[src/rtl/i2c_slave_regfile_if.sv]
`timescale 1ns/1ps
// -----------------------------------------------------------------------------
// i2c_slave_regfile_if
// Pad-level I2C bus bundle shared by the register-file slave and whatever
// drives the bus (a pad ring, or a bus model).
//   scl_i  : raw SCL pad level (seen by the slave)
//   sda_i  : raw SDA pad level (seen by the slave)
//   sda_oe : 1 pulls SDA low, 0 releases it (open-drain, never driven high)
// Modports:
//   slave  : the register-file slave
//   master : the bus side that produces the pad levels
// -----------------------------------------------------------------------------
interface i2c_slave_regfile_if;
  logic scl_i;
  logic sda_i;
  logic sda_oe;

  modport slave (
    input  scl_i,
    input  sda_i,
    output sda_oe
  );

  modport master (
    output scl_i,
    output sda_i,
    input  sda_oe
  );
endinterface

[src/rtl/i2c_slave_regfile.sv]
`timescale 1ns/1ps
// -----------------------------------------------------------------------------
// i2c_slave_regfile
// I2C slave exposing a byte-wide register file of 2**REG_AW entries. The first
// byte after a write address loads the register pointer; later bytes are
// written at the pointer, which then increments (wrapping). Reads stream bytes
// from the pointer. Everything runs on CLK: SCL/SDA are synchronised and
// edge-detected, never used as clocks.
//
// Parameters:
//   DEV_ADDR    : 7-bit device address acknowledged
//   REG_AW      : register pointer width (<= 8); depth is 2**REG_AW bytes
//   SYNC_STAGES : synchroniser depth on scl_i/sda_i (minimum 2)
// Ports:
//   CLK      : system clock
//   reset    : synchronous, active-high reset
//   bus      : i2c_slave_regfile_if.slave (scl_i, sda_i in; sda_oe out)
//   wr_valid : one-CLK pulse per register byte written by the master
//   wr_addr  : register index of the current wr_valid
//   wr_data  : byte written with the current wr_valid
//   busy     : high from an address-matched ACK until STOP or repeated START
// Build option:
//   I2C_SLV_GEN_CALL_EN : also ACK the general-call address 7'h00 with W and
//                         treat it as a write (pointer load, data writes);
//                         7'h00 with R is ignored. Undefined: 7'h00 is ignored.
// -----------------------------------------------------------------------------
module i2c_slave_regfile #(
  parameter logic [6:0] DEV_ADDR    = 7'b1100111,
  parameter int         REG_AW      = 4,
  parameter int         SYNC_STAGES = 2
) (
  input  logic                  CLK,
  input  logic                  reset,
  i2c_slave_regfile_if.slave    bus,
  output logic                  wr_valid,
  output logic [REG_AW-1:0]     wr_addr,
  output logic [7:0]            wr_data,
  output logic                  busy
);

  localparam int DEPTH = 2 ** REG_AW;

  typedef enum logic [3:0] {
    ST_IDLE,
    ST_ADDR,
    ST_ADDR_ACK,
    ST_PTR,
    ST_PTR_ACK,
    ST_WDATA,
    ST_WDATA_ACK,
    ST_RDATA,
    ST_RDATA_ACK,
    ST_IGNORE
  } state_t;

  state_t state_q, state_d;

  // ---------------------------------------------------------------------------
  // Synchronisers and edge detection. Reset to 1 (idle bus level) so leaving
  // reset never looks like a START.
  // ---------------------------------------------------------------------------
  logic [SYNC_STAGES-1:0] scl_sync, sda_sync;
  logic                   scl_q, sda_q;
  logic                   scl_s, sda_s;

  always_ff @(posedge CLK) begin
    // NOTE: clocked state uses non-blocking assignments so every flop samples
    // pre-edge values regardless of statement order.
    if (reset) begin
      scl_sync <= '1;
      sda_sync <= '1;
      scl_q    <= 1'b1;
      sda_q    <= 1'b1;
    end else begin
      scl_sync <= {scl_sync[SYNC_STAGES-2:0], bus.scl_i};
      sda_sync <= {sda_sync[SYNC_STAGES-2:0], bus.sda_i};
      scl_q    <= scl_s;
      sda_q    <= sda_s;
    end
  end

  assign scl_s = scl_sync[SYNC_STAGES-1];
  assign sda_s = sda_sync[SYNC_STAGES-1];

  logic scl_rise, scl_fall, start_det, stop_det;

  assign scl_rise  = scl_s & ~scl_q;
  assign scl_fall  = ~scl_s & scl_q;
  // SCL must be high on both samples so an SDA change racing an SCL edge is
  // never mistaken for a bus condition.
  assign start_det = scl_s & scl_q & sda_q & ~sda_s;
  assign stop_det  = scl_s & scl_q & ~sda_q & sda_s;

  // ---------------------------------------------------------------------------
  // Datapath registers
  // ---------------------------------------------------------------------------
  logic [7:0]        regs [DEPTH];
  logic [REG_AW-1:0] ptr_q;
  logic [6:0]        shift_q;   // first seven received bits of the byte
  logic [6:0]        tx_q;      // remaining bits of the byte being read out
  logic [2:0]        bit_cnt;
  logic              ack_on;    // set once the ACK slot has been opened
  logic              rw_q;
  logic              sda_oe_q;

  logic [7:0] byte_in;
  logic       last_bit;
  logic       addr_hit, gc_hit, addr_ack;

  // The eighth bit is taken straight from the synchroniser on its SCL rise.
  assign byte_in  = {shift_q, sda_s};
  assign last_bit = (bit_cnt == 3'd7);
  assign addr_hit = (byte_in[7:1] == DEV_ADDR);

`ifdef I2C_SLV_GEN_CALL_EN
  assign gc_hit = (byte_in[7:1] == 7'h00) && !byte_in[0];
`else
  assign gc_hit = 1'b0;
`endif

  assign addr_ack   = addr_hit | gc_hit;
  assign bus.sda_oe = sda_oe_q;

  // ---------------------------------------------------------------------------
  // FSM: state register and next-state logic
  // ---------------------------------------------------------------------------
  always_ff @(posedge CLK) begin
    if (reset) state_q <= ST_IDLE;
    else       state_q <= state_d;
  end

  // ACK states span two SCL falls: the first opens the slot, the second
  // closes it and moves on.
  always_comb begin
    // NOTE: default first, so every path assigns state_d and no latch forms.
    state_d = state_q;
    if (start_det) begin
      state_d = ST_ADDR;
    end else if (stop_det) begin
      state_d = ST_IDLE;
    end else begin
      case (state_q)
        ST_IDLE:      state_d = ST_IDLE;
        ST_ADDR:      if (scl_rise && last_bit) state_d = addr_ack ? ST_ADDR_ACK : ST_IGNORE;
        ST_ADDR_ACK:  if (scl_fall && ack_on)   state_d = rw_q ? ST_RDATA : ST_PTR;
        ST_PTR:       if (scl_rise && last_bit) state_d = ST_PTR_ACK;
        ST_PTR_ACK:   if (scl_fall && ack_on)   state_d = ST_WDATA;
        ST_WDATA:     if (scl_rise && last_bit) state_d = ST_WDATA_ACK;
        ST_WDATA_ACK: if (scl_fall && ack_on)   state_d = ST_WDATA;
        ST_RDATA:     if (scl_rise && last_bit) state_d = ST_RDATA_ACK;
        ST_RDATA_ACK: begin
          if (scl_rise && ack_on && sda_s) state_d = ST_IGNORE;  // master NACK
          else if (scl_fall && ack_on)     state_d = ST_RDATA;
        end
        ST_IGNORE:    state_d = ST_IGNORE;
        default:      state_d = ST_IDLE;
      endcase
    end
  end

  // ---------------------------------------------------------------------------
  // Datapath: shifting, pointer, register writes and SDA drive. sda_oe is only
  // updated on an SCL-fall cycle, so it changes on the CLK after that fall.
  // ---------------------------------------------------------------------------
  always_ff @(posedge CLK) begin
    if (reset) begin
      sda_oe_q <= 1'b0;
      wr_valid <= 1'b0;
      wr_addr  <= '0;
      wr_data  <= '0;
      busy     <= 1'b0;
      ptr_q    <= '0;
      shift_q  <= '0;
      tx_q     <= '0;
      bit_cnt  <= '0;
      ack_on   <= 1'b0;
      rw_q     <= 1'b0;
      // NOTE: the register file must read back as zero after reset, so it is
      // built from resettable flops rather than a RAM macro.
      for (int i = 0; i < DEPTH; i++) regs[i] <= '0;
    end else begin
      wr_valid <= 1'b0;
      if (start_det || stop_det) begin
        // Any partial byte is dropped; nothing is written.
        sda_oe_q <= 1'b0;
        busy     <= 1'b0;
        bit_cnt  <= '0;
        ack_on   <= 1'b0;
      end else begin
        case (state_q)
          ST_ADDR, ST_PTR, ST_WDATA: begin
            if (scl_rise) begin
              shift_q <= byte_in[6:0];
              bit_cnt <= bit_cnt + 3'd1;
              if (last_bit) begin
                if (state_q == ST_ADDR) begin
                  rw_q <= byte_in[0];
                  busy <= addr_ack;
                end else if (state_q == ST_PTR) begin
                  ptr_q <= byte_in[REG_AW-1:0];
                end else begin
                  regs[ptr_q] <= byte_in;
                  wr_valid    <= 1'b1;
                  wr_addr     <= ptr_q;
                  wr_data     <= byte_in;
                end
              end
            end
          end

          ST_ADDR_ACK, ST_PTR_ACK, ST_WDATA_ACK: begin
            if (scl_fall) begin
              if (!ack_on) begin
                sda_oe_q <= 1'b1;
                ack_on   <= 1'b1;
              end else begin
                ack_on  <= 1'b0;
                bit_cnt <= '0;
                if (state_q == ST_WDATA_ACK) ptr_q <= ptr_q + 1'b1;
                if (state_q == ST_ADDR_ACK && rw_q) begin
                  tx_q     <= regs[ptr_q][6:0];
                  sda_oe_q <= ~regs[ptr_q][7];
                end else begin
                  sda_oe_q <= 1'b0;
                end
              end
            end
          end

          ST_RDATA: begin
            if (scl_rise) bit_cnt <= bit_cnt + 3'd1;
            if (scl_fall) begin
              sda_oe_q <= ~tx_q[6];
              tx_q     <= {tx_q[5:0], 1'b0};
            end
          end

          ST_RDATA_ACK: begin
            if (scl_fall && !ack_on) begin
              sda_oe_q <= 1'b0;          // master owns the ACK slot
              ack_on   <= 1'b1;
              ptr_q    <= ptr_q + 1'b1;
            end else if (scl_fall) begin
              ack_on   <= 1'b0;
              bit_cnt  <= '0;
              tx_q     <= regs[ptr_q][6:0];
              sda_oe_q <= ~regs[ptr_q][7];
            end else if (scl_rise && ack_on && sda_s) begin
              ack_on <= 1'b0;
            end
          end

          default: begin                 // IDLE, IGNORE
            sda_oe_q <= 1'b0;
            bit_cnt  <= '0;
            ack_on   <= 1'b0;
          end
        endcase
      end
    end
  end

endmodule

[src/flat_wrapper.sv]
// flat-port wrapper written by rule: the top's interface ports become plain ports
module i2c_slave_regfile_flat 
#(
  parameter logic [6:0] DEV_ADDR    = 7'b1100111,
  parameter int         REG_AW      = 4,
  parameter int         SYNC_STAGES = 2
)
  (CLK, reset, wr_valid, wr_addr, wr_data, busy, bus_scl_i, bus_sda_i, bus_sda_oe);
  i2c_slave_regfile_if bus_i ();
  input  logic CLK;
  input  logic reset;
  output logic wr_valid;
  output logic [REG_AW-1:0] wr_addr;
  output logic [7:0] wr_data;
  output logic busy;
  input wire logic [$bits(bus_i.scl_i)-1:0] bus_scl_i;
  input wire logic [$bits(bus_i.sda_i)-1:0] bus_sda_i;
  output wire logic [$bits(bus_i.sda_oe)-1:0] bus_sda_oe;
  assign bus_i.scl_i = bus_scl_i;
  assign bus_i.sda_i = bus_sda_i;
  assign bus_sda_oe = bus_i.sda_oe;
  i2c_slave_regfile #(.DEV_ADDR(DEV_ADDR), .REG_AW(REG_AW), .SYNC_STAGES(SYNC_STAGES)) u_core (.CLK(CLK), .reset(reset), .bus(bus_i), .wr_valid(wr_valid), .wr_addr(wr_addr), .wr_data(wr_data), .busy(busy));
endmodule
[config.mk]
export PLATFORM = sky130hd
export DESIGN_NAME = i2c_slave_regfile_flat
export DESIGN_NICKNAME = d
export VERILOG_FILES = /design/src/rtl/i2c_slave_regfile_if.sv /design/src/rtl/i2c_slave_regfile.sv /design/src/flat_wrapper.sv
export SDC_FILE = /design/constraint.sdc
export NUM_CORES = 1
export LEC_CHECK = 0
export ABC_AREA = 1
export BUFFER_PORTS_ARGS = -buffer_cell sky130_fd_sc_hd__buf_2
export CAP_MARGIN = 5
export CORE_ASPECT_RATIO = 0.75
export CORE_MARGIN = 2
export CORE_UTILIZATION = 23
export CTS_BUF_LIST = sky130_fd_sc_hd__clkbuf_4
export DETAILED_ROUTE_END_ITERATION = 7
export GPL_TIMING_DRIVEN = 0
export PLACE_DENSITY_LB_ADDON = 0.08
export SETUP_SLACK_MARGIN = 0.4
export SLEW_MARGIN = 10
export SYNTH_ARGS = -nofsm -noshare
export SYNTH_HDL_FRONTEND = slang
export SYNTH_SLANG_ARGS = --single-unit
[constraint.sdc]
create_clock -name CLK -period 4.1 [get_ports CLK]
set_clock_uncertainty 0.05 [all_clocks]
set_input_delay 0.205 -clock CLK [delete_from_list [all_inputs] [get_ports CLK]]
set_output_delay 0.205 -clock CLK [all_outputs]
set_load 0.01 [all_outputs]
[Word level (Yosys, flattened, before mapping)]
Memory sizes are Yosys's and may differ from the RTL's. A register that Yosys moved wholly into a read port is not among the register bits.
Index checks and enable logic that the tools add are counted.
Storage, ports and cells
  input bits: 4
  memories kept: 1
  register bits after elaboration: 48
  output and inout port bits: 15
  memory bits (writable): 128
Memory list
  u_core.regs: words 16, width 8, read ports 1, clocked after memory_dff 1, wr ports 16, line i2c_slave_regfile.sv:97  | logic [7:0] regs [DEPTH];
Operators by class
  bitwise logic cells: 18
  reductions and logical operators: 28
  add/subtract/negate cells: 2
  eq/ne operators: 40
  muxes and demuxes: 63
Operator list (number)
  4-bit two-way mux: 20
  7-bit two-way mux: 6
  2-bit by 1-bit inequality test with 1-bit output, second input constant: 17
  4-bit case mux with 8 select lines: 1
  4-bit by 1-bit inequality test with 1-bit output, second input constant: 7
  1-bit two-way mux: 24
  7-bit case mux with 3 select lines: 1
  3-bit two-way mux: 6
  4-bit by 3-bit == test with 1-bit output, second input constant: 4
  7-bit AND reduction: 2
  4-bit case mux with 3 select lines: 1
  1-bit NOT: 11
  10-bit AND reduction: 1
  5-bit AND reduction: 2
  3-bit case mux with 3 select lines: 1
  3-bit OR reduction: 3
  4-bit by 2-bit == test with 1-bit output, second input constant: 2
  4-bit == test, second input constant: 2
  8-bit two-way mux: 1
  4-bit AND reduction: 2
  8-bit AND reduction: 1
  8-bit OR reduction: 1
  1-bit bitwise AND: 7
  7-bit == test, second input constant: 1
  other kinds (17): 27

[Logic depth before layout (Yosys ltp)]
  depth in word-level cells: 11
  depth in mapped cells: 13
  mapped depth without buffers: 11

[Worst setup path before layout]
OpenSTA, ideal clock, no wires.
  path type: flip-flop to flip-flop
  start: register u_core.bit_cnt[0]
  end: memory u_core.regs[15][0] (enable)
  clock period less this slack: 1895 ps
  library setup time: 329 ps
  buffers on the path: 0
  arrival: 1516 ps
  cell stages (with the launch flop): 9
  path slack: 2205 ps
  cell sequence: dfxtp_1 -> ha_1 -> ha_1 -> nand4_4 -> nor2_4 -> inv_4 -> nor2_8 -> nand2_2 -> nand2_1
RTL lines
  from (decl): line i2c_slave_regfile.sv:101  | logic [2:0] bit_cnt;
  from (signal assigned): line i2c_slave_regfile.sv:194  | bit_cnt <= bit_cnt + 3'd1;
  from (signal assigned): line i2c_slave_regfile.sv:231  | if (scl_rise) bit_cnt <= bit_cnt + 3'd1;
  to (decl): line i2c_slave_regfile.sv:97

==> flow_summary_export.csv <==
group,metric,value,unit
outcome,status,"completed",
sta,rsz0062_at_grt,"no",
die,ios,19,
routing,via_count,6611,
finish,nNetsFinal,1032,
routing,dr.pass1.iters,5,
synth,ys_ff_latch,180,
die,rows,61,
clocking,clk_pin_slew,170,ps
clocking,cts_tree,"built",
place,place_congestion,0.8127,
place,portBuffers,18,
sta,fin_setup_tns,0,ps
setup_path,cp_data_required_time,4560,ps
sta,setup_slack,1605,ps
routing,routed_wl,29140,um
synth,synthArstFlopShare,0,%
worst_hold_path,min_path_type,"in2reg",
sta,fmax,0.4008,GHz
power_and_ir_drop,powerDensity,495.1,nW/um2
die,start_util,23.19,%
clocking,cts-buffers-inserted,17,
synth,synth_area,8549,um2
routing,route.detailed.drc,0,
clocking,htreeDepth,4,
synth,synth-edff-count,128,
die,dieArea,38750,um2
finish,fillers,3987,
finish,multi_input_area,3146,um2
sta,setup-violations-final,0,
grt,antenna_found_initial,1,
setup_path,crit_path_end_kind,"flop",
synth,synth_cells,981,
synth,ys.flop_type,"edfxtp_1",
synth,synth.most_common_cell,"nor2_1",
finish,finish.utilization,25.94,%
clocking,clockBufferDepth,2,
sta,tightest_slew,937.6,ps
synth,synth_largest_area_cell,"edfxtp_1",
routing,first_iter_violations,527,
die,die_x,226.6,um
setup_path,path_max_fanout,10,
grt,grt_pass1_vias,6397,
place,dp_hpwl,21190,um
setup_path,critPathKind,"reg2reg",
synth,synth_nets,991,
finish,synthToLayoutAreaGrowth,11.85,%
synth,yosys.area.top_type_share,44.96,%
grt,grt_usage,15.80,%
clocking,clk_latency,630,ps
sta,finalCritPeriodShare,60.86,%
job,maxCapViolations,0,
sta,final-hold-violation-count,0,
sta,relSlewSlack,37.50,%
place,pre_cts_ws,1614,ps
routing,avgViaCountPerCell,4.290,
routing,post_drt_wl_per_cell,18.91,um
clocking,cts-root-buf,"clkbuf_4",
power_and_ir_drop,vdd_drop_max,193.3,uV
die,die_y,171.0,um
finish,ff_latch_area,4885,um2
power_and_ir_drop,power.static_leakage,3.890,nW
sta,drv_slew,0,
grt,grt_max_degree,17,
setup_path,worst_ep_arrival_time,2950,ps
setup_path,crit_path_start_kind,"flop",
sta,min_period,2495,ps
synth,ys_warn_count,0,
grt,grt_pass1_wl,43210,um
synth,netlist_top_cells_area,"edfxtp_1, dfxtp_1, nor2_1, nand2_1, nand3_1",
synth,syn_avg_cell_area,8.715,um2
die,core-area,36860,um2
grt,overflow,0,
routing,postRouteAntennaNets,0,
finish,drive_gt1_share,11.59,%
clocking,cts.sinks,180,
synth,yosys-top-cells-count,"nor2_1, nand2_1, edfxtp_1",
synth,synth.distinct_cells,36,
synth,yosysSeqAreaShare,57.13,%
registers in the layout (all words and copies together) (netlist names), 2 cells and up, named ones only:
name,count
u_core.tx_q,7
u_core.ptr_q,4
u_core.scl_sync,2
u_core.bit_cnt,3
u_core.sda_sync,2
u_core.wr_addr,4
u_core.state_q,4
u_core.regs,128
u_core.shift_q,7
u_core.wr_data,8
worst max-delay path: stages (launching register included):
cell and delay, ps:
dfxtp_1 330, buf_2 230, buf_2 300, clkbuf_1 480
nand2_1 110, o211ai_1 100, nand3_1 210, nand3_1 250
nand3_1 150, nand2_1 110, a21oi_1 60
placed cells by master, fill, tap and decap left out, types with 3 or more instances in the layout:
cell | netlist | layout
a21oi_1 | 38 | 38
nand2_1 | 205 | 205
clkbuf_4 | 0 | 18
nor2_2 | 4 | 4
dfxtp_1 | 52 | 52
ha_1 | 6 | 6
dlygate4sd3_1 | 0 | 4
clkinv_1 | 7 | 7
nand2_2 | 5 | 5
o211ai_1 | 7 | 7
edfxtp_1 | 128 | 128
o21ai_0 | 49 | 49
clkinv_4 | 0 | 3
buf_2 | 11 | 29
a211oi_1 | 3 | 3
inv_2 | 3 | 4
nor2_8 | 4 | 4
inv_1 | 72 | 75
or2_2 | 22 | 22
clkbuf_1 | 31 | 31
inv_4 | 1 | 4
nand3_1 | 71 | 71
nor2_1 | 225 | 225
nor3_1 | 4 | 4
nand2_4 | 15 | 15
through the flow:
step	hold slack, ps	area, um2	power [mW]	cells
2_1_floorplan	233.6	8549	3.152	981
3_3_place_gp	343.6	9270	3.791	1503
3_5_place_dp	342.7	9270	3.773	1503
4_1_cts	171.6	9558	4.782	1539
5_1_grt	180.5	9563	5.054	1541
6_report	225.6	9563	4.735	1541
power breakdown:
group,switching [mW],internal [mW]
logic,1.21,0.419
clock network,0.690,0.307
registers,0.0546,2.05
what timing repair did:
item | 4_1_cts | 5_1_grt
setup buffers | 0 | 0
hold endpoints to repair | 6 | 0
hold buffers | 4 | 0
gates resized for setup | 0 | 0
area by class of cell:
class | instances | share of cell area, %
Antenna cell | 2 | 0.05234
Buffer | 47 | 2.146
Clock buffer | 18 | 1.413
Clock inverter | 14 | 1.178
Inverter | 83 | 3.284
Multi-Input combinational cell | 671 | 32.89
Sequential cell | 180 | 51.08
Tap cell | 504 | 6.594
Timing Repair Buffer | 22 | 1.361
metal layers:
layer  track usage (%)  share of wire (%)  up-vias
li1                  -                  -     3258
met1             25.03                 55     3221
met2             21.47                 40      116
met3             3.126                3.5       16
met4             3.633                1.1        0
met5                 0                  0        -
final timing paths:
kind / depth (start not counted) / slack (ps) / from / to
worst min register to register: 1 / 370 / u_core.sda_sync[0] / u_core.sda_sync[1]
worst min-delay path: 3 / 230 / bus_scl_i / u_core.scl_sync[0]
worst max register to register: 10 / 1600 / flop / u_core.tx_q[1]
worst max-delay path: 10 / 1600 / flop / u_core.tx_q[1]
logic make-up after synthesis:
kind of cell    synth area share (%)
simple gates                   29.39
flops                          57.13
buf+inv                        6.073
compound gates                 6.322
fa+ha+maj                     0.8781
xor+xnor                      0.2049
No activity file was read; power rests on OpenSTA's default activity.
